`src/rtl/imem_load_ctrl.sv`:
```
// Host-side IMEM loader: streams a program image into IMEM while holding the core in reset,
// reads it back to compare a wrap-around checksum, and releases the core only on a clean image.
module imem_load_ctrl #(
  parameter int ADDR_W = 6,
  parameter int DATA_W = 32,
  parameter int DEPTH  = 64
) (
  input  logic              clk_100MHz,
  input  logic              rst,
  input  logic              start,
  input  logic              abort,
  input  logic [ADDR_W:0]   word_count,
  input  logic              host_valid,
  input  logic [DATA_W-1:0] host_data,
  output logic              host_ready,
  output logic              pmem_we,
  output logic [ADDR_W-1:0] pmem_addr,
  output logic [DATA_W-1:0] pmem_wd,
  input  logic [DATA_W-1:0] pmem_rd,
  output logic              cpu_rst_hold,
  output logic              busy,
  output logic              done,
  output logic              error,
  output logic [1:0]        err_code
);

  typedef enum logic [2:0] {IDLE, WRITE, WLAST, VERIFY, CHECK, DONE, ERR} state_t;

  state_t            state, state_nxt;
  logic [ADDR_W:0]   cnt, idx;
  logic [DATA_W-1:0] wsum, rsum;
  logic              hs, count_ok, active, last_idx, start_ok;

  assign count_ok   = (word_count != '0) && (word_count <= (ADDR_W+1)'(DEPTH));
  assign active     = (state == WRITE) || (state == WLAST) || (state == VERIFY) || (state == CHECK);
  // abort drops ready in the same cycle so a colliding word is never written
  assign host_ready = (state == WRITE) && !abort;
  assign hs         = host_ready && host_valid;
  assign last_idx   = (idx == cnt - 1'b1);
  assign start_ok   = ((state == IDLE) || (state == ERR)) && start && count_ok;
  assign busy       = (state != IDLE) && (state != ERR);
  assign done       = (state == DONE);

  always_ff @(posedge clk_100MHz or posedge rst) begin
    if (rst) state <= IDLE;
    else     state <= state_nxt;
  end

  always_comb begin
    state_nxt = state;
    case (state)
      IDLE, ERR: if (start) state_nxt = count_ok ? WRITE : ERR;
      WRITE:     if (abort) state_nxt = ERR;
                 else if (hs && last_idx) state_nxt = WLAST;
      WLAST:     state_nxt = abort ? ERR : VERIFY;
      VERIFY:    if (abort) state_nxt = ERR;
                 else if (last_idx) state_nxt = CHECK;
      CHECK:     if (abort) state_nxt = ERR;
                 else state_nxt = (rsum == wsum) ? DONE : ERR;
      DONE:      state_nxt = IDLE;
      default:   state_nxt = IDLE;
    endcase
  end

  always_ff @(posedge clk_100MHz or posedge rst) begin
    if (rst) begin
      pmem_we      <= 1'b0;
      pmem_addr    <= '0;
      pmem_wd      <= '0;
      cpu_rst_hold <= 1'b0;
      error        <= 1'b0;
      err_code     <= 2'd0;
    end else begin
      pmem_we <= 1'b0;
      case (state)
        IDLE, ERR: if (start) begin
          if (count_ok) begin
            error        <= 1'b0;
            err_code     <= 2'd0;
            cpu_rst_hold <= 1'b1;
          end else begin
            error    <= 1'b1;
            err_code <= 2'd1;
          end
        end
        WRITE: if (hs) begin
          pmem_we   <= 1'b1;
          pmem_addr <= idx[ADDR_W-1:0];
          pmem_wd   <= host_data;
        end
        WLAST:  pmem_addr <= '0;
        // address runs one ahead so pmem_rd presents word idx during its VERIFY cycle
        VERIFY: pmem_addr <= idx[ADDR_W-1:0] + 1'b1;
        CHECK: if (!abort && (rsum != wsum)) begin
          error    <= 1'b1;
          err_code <= 2'd2;
        end
        DONE:    cpu_rst_hold <= 1'b0;
        default: ;
      endcase
      if (active && abort) begin
        error    <= 1'b1;
        err_code <= 2'd3;
      end
    end
  end

  always_ff @(posedge clk_100MHz) begin
    if (start_ok) begin
      cnt  <= word_count;
      idx  <= '0;
      wsum <= '0;
      rsum <= '0;
    end else begin
      case (state)
        WRITE: if (hs) begin
          idx  <= idx + 1'b1;
          wsum <= wsum + host_data;
        end
        WLAST:  idx <= '0;
        VERIFY: begin
          idx  <= idx + 1'b1;
          rsum <= rsum + pmem_rd;
        end
        default: ;
      endcase
    end
  end

endmodule
```
`config.mk`:
```
export PLATFORM = sky130hd
export DESIGN_NAME = imem_load_ctrl
export DESIGN_NICKNAME = d
export VERILOG_FILES = /design/src/rtl/imem_load_ctrl.sv
export SDC_FILE = /design/constraint.sdc
export NUM_CORES = 1
export LEC_CHECK = 0
export ABC_AREA = 1
export BUFFER_PORTS_ARGS = -buffer_cell sky130_fd_sc_hd__buf_2
export CORE_AREA = 8 8 138 140
export CTS_CLUSTER_SIZE = 14
export DETAILED_ROUTE_END_ITERATION = 10
export DIE_AREA = 0 0 146 148
export PLACE_DENSITY = 0.87
export SETUP_SLACK_MARGIN = 0.4
export SYNTH_ARGS = -nofsm -noshare
export SYNTH_HDL_FRONTEND = slang
export SYNTH_SLANG_ARGS = --single-unit
```
`constraint.sdc`:
```
create_clock -name clk_100MHz -period 2.1 [get_ports clk_100MHz]
set_input_delay 0.21 -clock clk_100MHz [delete_from_list [all_inputs] [get_ports clk_100MHz]]
set_output_delay 0.21 -clock clk_100MHz [all_outputs]
set_load 0.01 [all_outputs]
```
==> results_dict.tcl, run 1 <==
set metrics [dict create \
    numPortBuffers 121 \
    ios 122 \
    grt-worst-endpoint "rsum[24]$_SDFFE_PP0P_/D" \
    start_util_pct 58.3 \
    syn-instance-count 1589 \
    syn_avg_cell_area_sq_um 6.22 \
    ys_warn_count 0 \
    synth_edf_count 7 \
    synthFlopType "dfxtp_1" \
    yosysSeqAreaShare_pct 28.2 \
    cts_sinks 124 \
    dpl.hpwl_microns 22900 \
    status "did not finish" \
    cts_root_buf "clkbuf_16" \
    cts_buffer_depth 2 \
    cts_made_buffers 17 \
    syn-num-nets 1731 \
    first-error "[ERROR GRT-0232] Routing congestion too high. Check the congestion heatmap in the GUI." \
    worstEpCategory "register data pin" \
    die-width_microns 146 \
    die_y_microns 148 \
    grt.overflow.total 2 \
    place.gp.congestion 0.980 \
    cts_max_level 4 \
    grt_start_max_net_pins 48 \
    yosysUniqueCellTypes 45 \
    ys_seq_elements 124 \
    rows 48 \
    grt_usage_pct 63.0 \
    haltStage "global routing (5_1_grt)" \
    async_reset_ff_share_pct 37.1 \
    place_area_sq_um 10800 \
    syn_area_sq_um 9880 \
]
repair_timing:
action                     CTS
gates resized for setup    267
hold endpoints to repair    53
hold buffers                 8
setup endpoints to repair   60
gates cloned                 1
setup buffers               39
pin swaps                   55
synthesized netlist by cell type (10+ instances only):
master,number,area [sq um]
nor3_1,14,70.1
buf_4,10,75.1
nor2_1,157,589
o21bai_1,11,82.6
nand2_1,544,2040
buf_2,11,55.1
dfxtp_1,71,1420
inv_1,240,901
xnor2_1,18,158
o21ai_0,62,310
dfrtp_1,46,1150
xor2_1,23,201
a21oi_1,99,495
nand4_1,15,93.8
ha_1,64,801
nand3_1,117,586
logic make-up after synthesis:
family,after synthesis,share of synthesized area (%)
AND/OR/NAND/NOR,867,35.9
AO/OA/AOI/OAI,212,12.1
XOR/XNOR,42,3.86
buffers and inverters,278,11.4
adder cells (fa/ha/maj),66,8.51
flip-flops,124,28.2
metal layers:
metal  overflow  global-route usage [%]
met1          0                    60.9
met2          2                    79.7
met3          0                    51.1
met4          0                    60.4
met5          0                    24.0
per-stage QoR:
stage | hold slack (ps) | cells | setup slack, ps
2_1_floorplan | 309 | 1589 | 354
3_3_place_gp | 389 | 1927 | 27.3
3_5_place_dp | 397 | 1927 | 70.7
4_1_cts | 2.45 | 2007 | 291
==> run 2: changes to the inputs <==
==> config.mk (replaced) <==
export PLATFORM = sky130hd
export DESIGN_NAME = imem_load_ctrl
export DESIGN_NICKNAME = d
export VERILOG_FILES = /design/src/rtl/imem_load_ctrl.sv
export SDC_FILE = /design/constraint.sdc
export NUM_CORES = 1
export LEC_CHECK = 0
export ABC_AREA = 1
export BUFFER_PORTS_ARGS = -buffer_cell sky130_fd_sc_hd__buf_2
export CORE_AREA = 8 8 167 169
export DETAILED_ROUTE_END_ITERATION = 10
export DIE_AREA = 0 0 175 177
export PLACE_DENSITY_LB_ADDON = 0.15
export SYNTH_ARGS = -nofsm -noshare
export SYNTH_HDL_FRONTEND = slang
export SYNTH_SLANG_ARGS = --single-unit
==> run 2 against run 1 <==
  * The flow now finishes without violations
  * Area after synthesis stayed put
  * Synthesized cell count stayed put
==> results_dict.tcl, run 2 <==
set metrics [dict create \
    drive_gt1_share_pct 14.8 \
    ys_top_cells_by_area "nand2_1, dfxtp_1, dfrtp_1" \
    layout.cells.non_filler 2090 \
    cp-start-kind "input port" \
    p_switching_mw 8.05 \
    drv_slew 0 \
    whs_ps 16.6 \
    intPower_mw 8.96 \
    yosysTopAreaCellShare_pct 20.7 \
    drc 0 \
    numPortBuffers 121 \
    area_growth_pct 20.0 \
    ios 122 \
    power_leakage_nw 6.43 \
    crit_chain "dlygate4sd3_1 > buf_2 > ha_2 > nand2_1 > nand3_2 > nand2_1 > nand3_1 > nand2_1 > nand2_2 > nand2_1 > nand2_1 > nand2_1 > nand3_1 > nand2_1 > inv_1" \
    final_common_cell "nand2_1" \
    setup_viol 0 \
    crit_cells 15 \
    async_reset_ff_share_pct 37.1 \
    path_common_cell "nand2_1" \
    crit_fanout 6 \
    fin_skew_ps 11.5 \
    slowest_stage "dlygate4sd3_1" \
    ys_warn_count 0 \
    syn-num-nets 1731 \
    fin_setup_tns_ps 0 \
    syn-instance-count 1589 \
    synthTopCellsByCount "nand2_1, inv_1, nor2_1" \
    cts_max_level 4 \
    drt_iter0_drc 641 \
    ant_nets 0 \
    cts_root_buf "clkbuf_16" \
    relSlewSlack_pct 63.7 \
    synthFlopType "dfxtp_1" \
    grt_pass1_vias 9626 \
    syn_avg_cell_area_sq_um 6.22 \
    end_kind "flop" \
    die-width_microns 175 \
    yosysUniqueCellTypes 45 \
    synth_top_cell_by_area "nand2_1" \
    placed_cells 2048 \
    grt_start_max_net_pins 45 \
    drt_wl_total_microns 30200 \
    cts_sinks 124 \
    fin_crit_sh_pct 93.9 \
    fin_ws_ps 128 \
    worst_pin_slew_ps 544 \
    reg2reg_depth 13 \
    status "complete, no violations" \
    drt_pass1_iterations 5 \
    diodes 0 \
    post-route-min-period_ps 1970 \
    final_cell_mix "nand2_1, inv_1, nor2_1, buf_2, nand3_1" \
    routedWlPerCell_microns 14.4 \
    cts_tree "yes" \
    dpl.hpwl_microns 24400 \
    drv_cap 0 \
    worstPathArrival_ps 2290 \
    die_y_microns 177 \
    p_sw_share_pct 47.3 \
    dieArea_sq_um 31000 \
    grt_usage_pct 19.5 \
    cts_buffer_depth 2 \
    path_class "in -> reg" \
    top_regs "pmem_wd: 32 flops, rsum: 32 flops, wsum: 32 flops" \
    path_buf_inv 3 \
    max_clock_freq_mhz 507 \
    start_util_pct 38.8 \
    required_ps 2420 \
    hold_class "in -> reg" \
    yosysSeqAreaShare_pct 28.2 \
    clock_latency_ps 420 \
    pwr-share-seq_pct 25.6 \
    synth_edf_count 7 \
    grt_pass1_wl_microns 48800 \
    vdd_drop_max_mv 0.568 \
    nets 1884 \
    critPathTopFamily "simple AND/OR/NAND/NOR gates" \
    place_ws_ps 78.0 \
    vias 10100 \
    grt.overflow.total 0 \
    cpPeakStageDelay_ps 540 \
    core_sq_um 25500 \
    pwr-share-clk_pct 16.9 \
    hold_viol_final 0 \
    antenna_found_initial 0 \
    power_mw 17.0 \
    detail_route.vias_per_cell 4.82 \
    cts_made_buffers 17 \
    yosysMostFrequentCell "nand2_1" \
    rows 59 \
    syn_area_sq_um 9880 \
    ys_seq_elements 124 \
    clk_pin_slew_worst_paths_ps 60 \
    pwr-share-comb_pct 57.5 \
    powerDensity_nw_per_um2 1430 \
    place.gp.congestion 0.917 \
    holdPathStages 3 \
]
==> run 2: cell type report <==
class / instances / area, sq um
clock inverter: 13 / 126
timing repair buffer: 165 / 1020
fill: 2760 / 13600
sequential: 124 / 2790
multi-input combinational: 1187 / 6140
clock buffer: 19 / 433
inverter: 247 / 932
tap: 335 / 419
==> run 2: logic make-up (layout without fill, tap and decap cells) <==
group,Yosys count,count (layout),share of synthesized area [%]
simple gates,867,867,35.9
buf+inv,278,444,11.4
compound gates,212,212,12.1
flops,124,124,28.2
fa+ha+maj,66,66,8.51
xor+xnor,42,42,3.86
==> run 2: worst register-to-register path, cell delays in order, from the launching register on <==
cell and delay [ps]:
dfxtp_1 340, ha_2 200, fa_2 340, nand3_1 80, nand2_1 70, buf_4 160
nand2_1 50, o211ai_1 150, nand2_1 150, nand3_1 80, nand2_1 60, nand3_1 60
nand2_1 60, inv_1 30
==> run 2: what timing repair did <==
item / in CTS / in global routing
setup endpoints to repair: 0 / 35
hold buffers: 10 / 0
endpoints found under the hold margin: 32 / 0
buffers inserted: 0 / 0
resized for setup: 0 / 47
==> run 2: power by group through the flow <==
stage,clock [mW],sequential [mW],combinational (mW)
3_5_place_dp,0,4.38,9.55
4_1_cts,2.95,4.33,9.62
3_3_place_gp,0,4.36,9.47
6_report,2.87,4.36,9.78
2_1_floorplan,0,4.26,6.90
5_1_grt,3.04,4.49,11.2
==> run 2: per-stage QoR <==
step,utilization [%],cell area (sq um)
final,46.6,11900
after global routing,46.6,11900
after CTS,45.9,11700
after detailed placement,43.3,11000
after global placement,43.3,11000
after floorplan,-,9880
==> run 2: routing by layer <==
layer / share of wire (%) / routed length [microns] / vias up / track usage [%]
met3: 4.2 / 1270 / 30 / 2.92
li1: - / - / 5357 / -
met4: 1.2 / 376 / 0 / 5.02
met1: 50 / 15000 / 4477 / 26.6
met2: 45 / 13500 / 213 / 31.6
met5: 0 / 0 / - / 0
==> run 2: worst paths after layout <==
| path | start | end | slack (ps) |
|---|---|---|---|
| worst max register to register | rsum[0]$_SDFFE_PP0P_ | rsum[24]$_SDFFE_PP0P_ | 160 |
| worst max-delay path | host_data[2] | wsum[29]$_SDFFE_PP0P_ | 130 |
| worst min-delay path | host_data[7] | pmem_wd[7]$_DFFE_PP0P_ | 20 |
| worst min register to register | err_code[1]$_DFFE_PP0P_ | err_code[1]$_DFFE_PP0P_ | 470 |
| min in group asynchronous | rst | pmem_wd[29]$_DFFE_PP0P_ | 380 |
| max in group asynchronous | rst | pmem_addr[1]$_DFFE_PP0P_ | 1200 |
(Power assumes the default switching activity.)
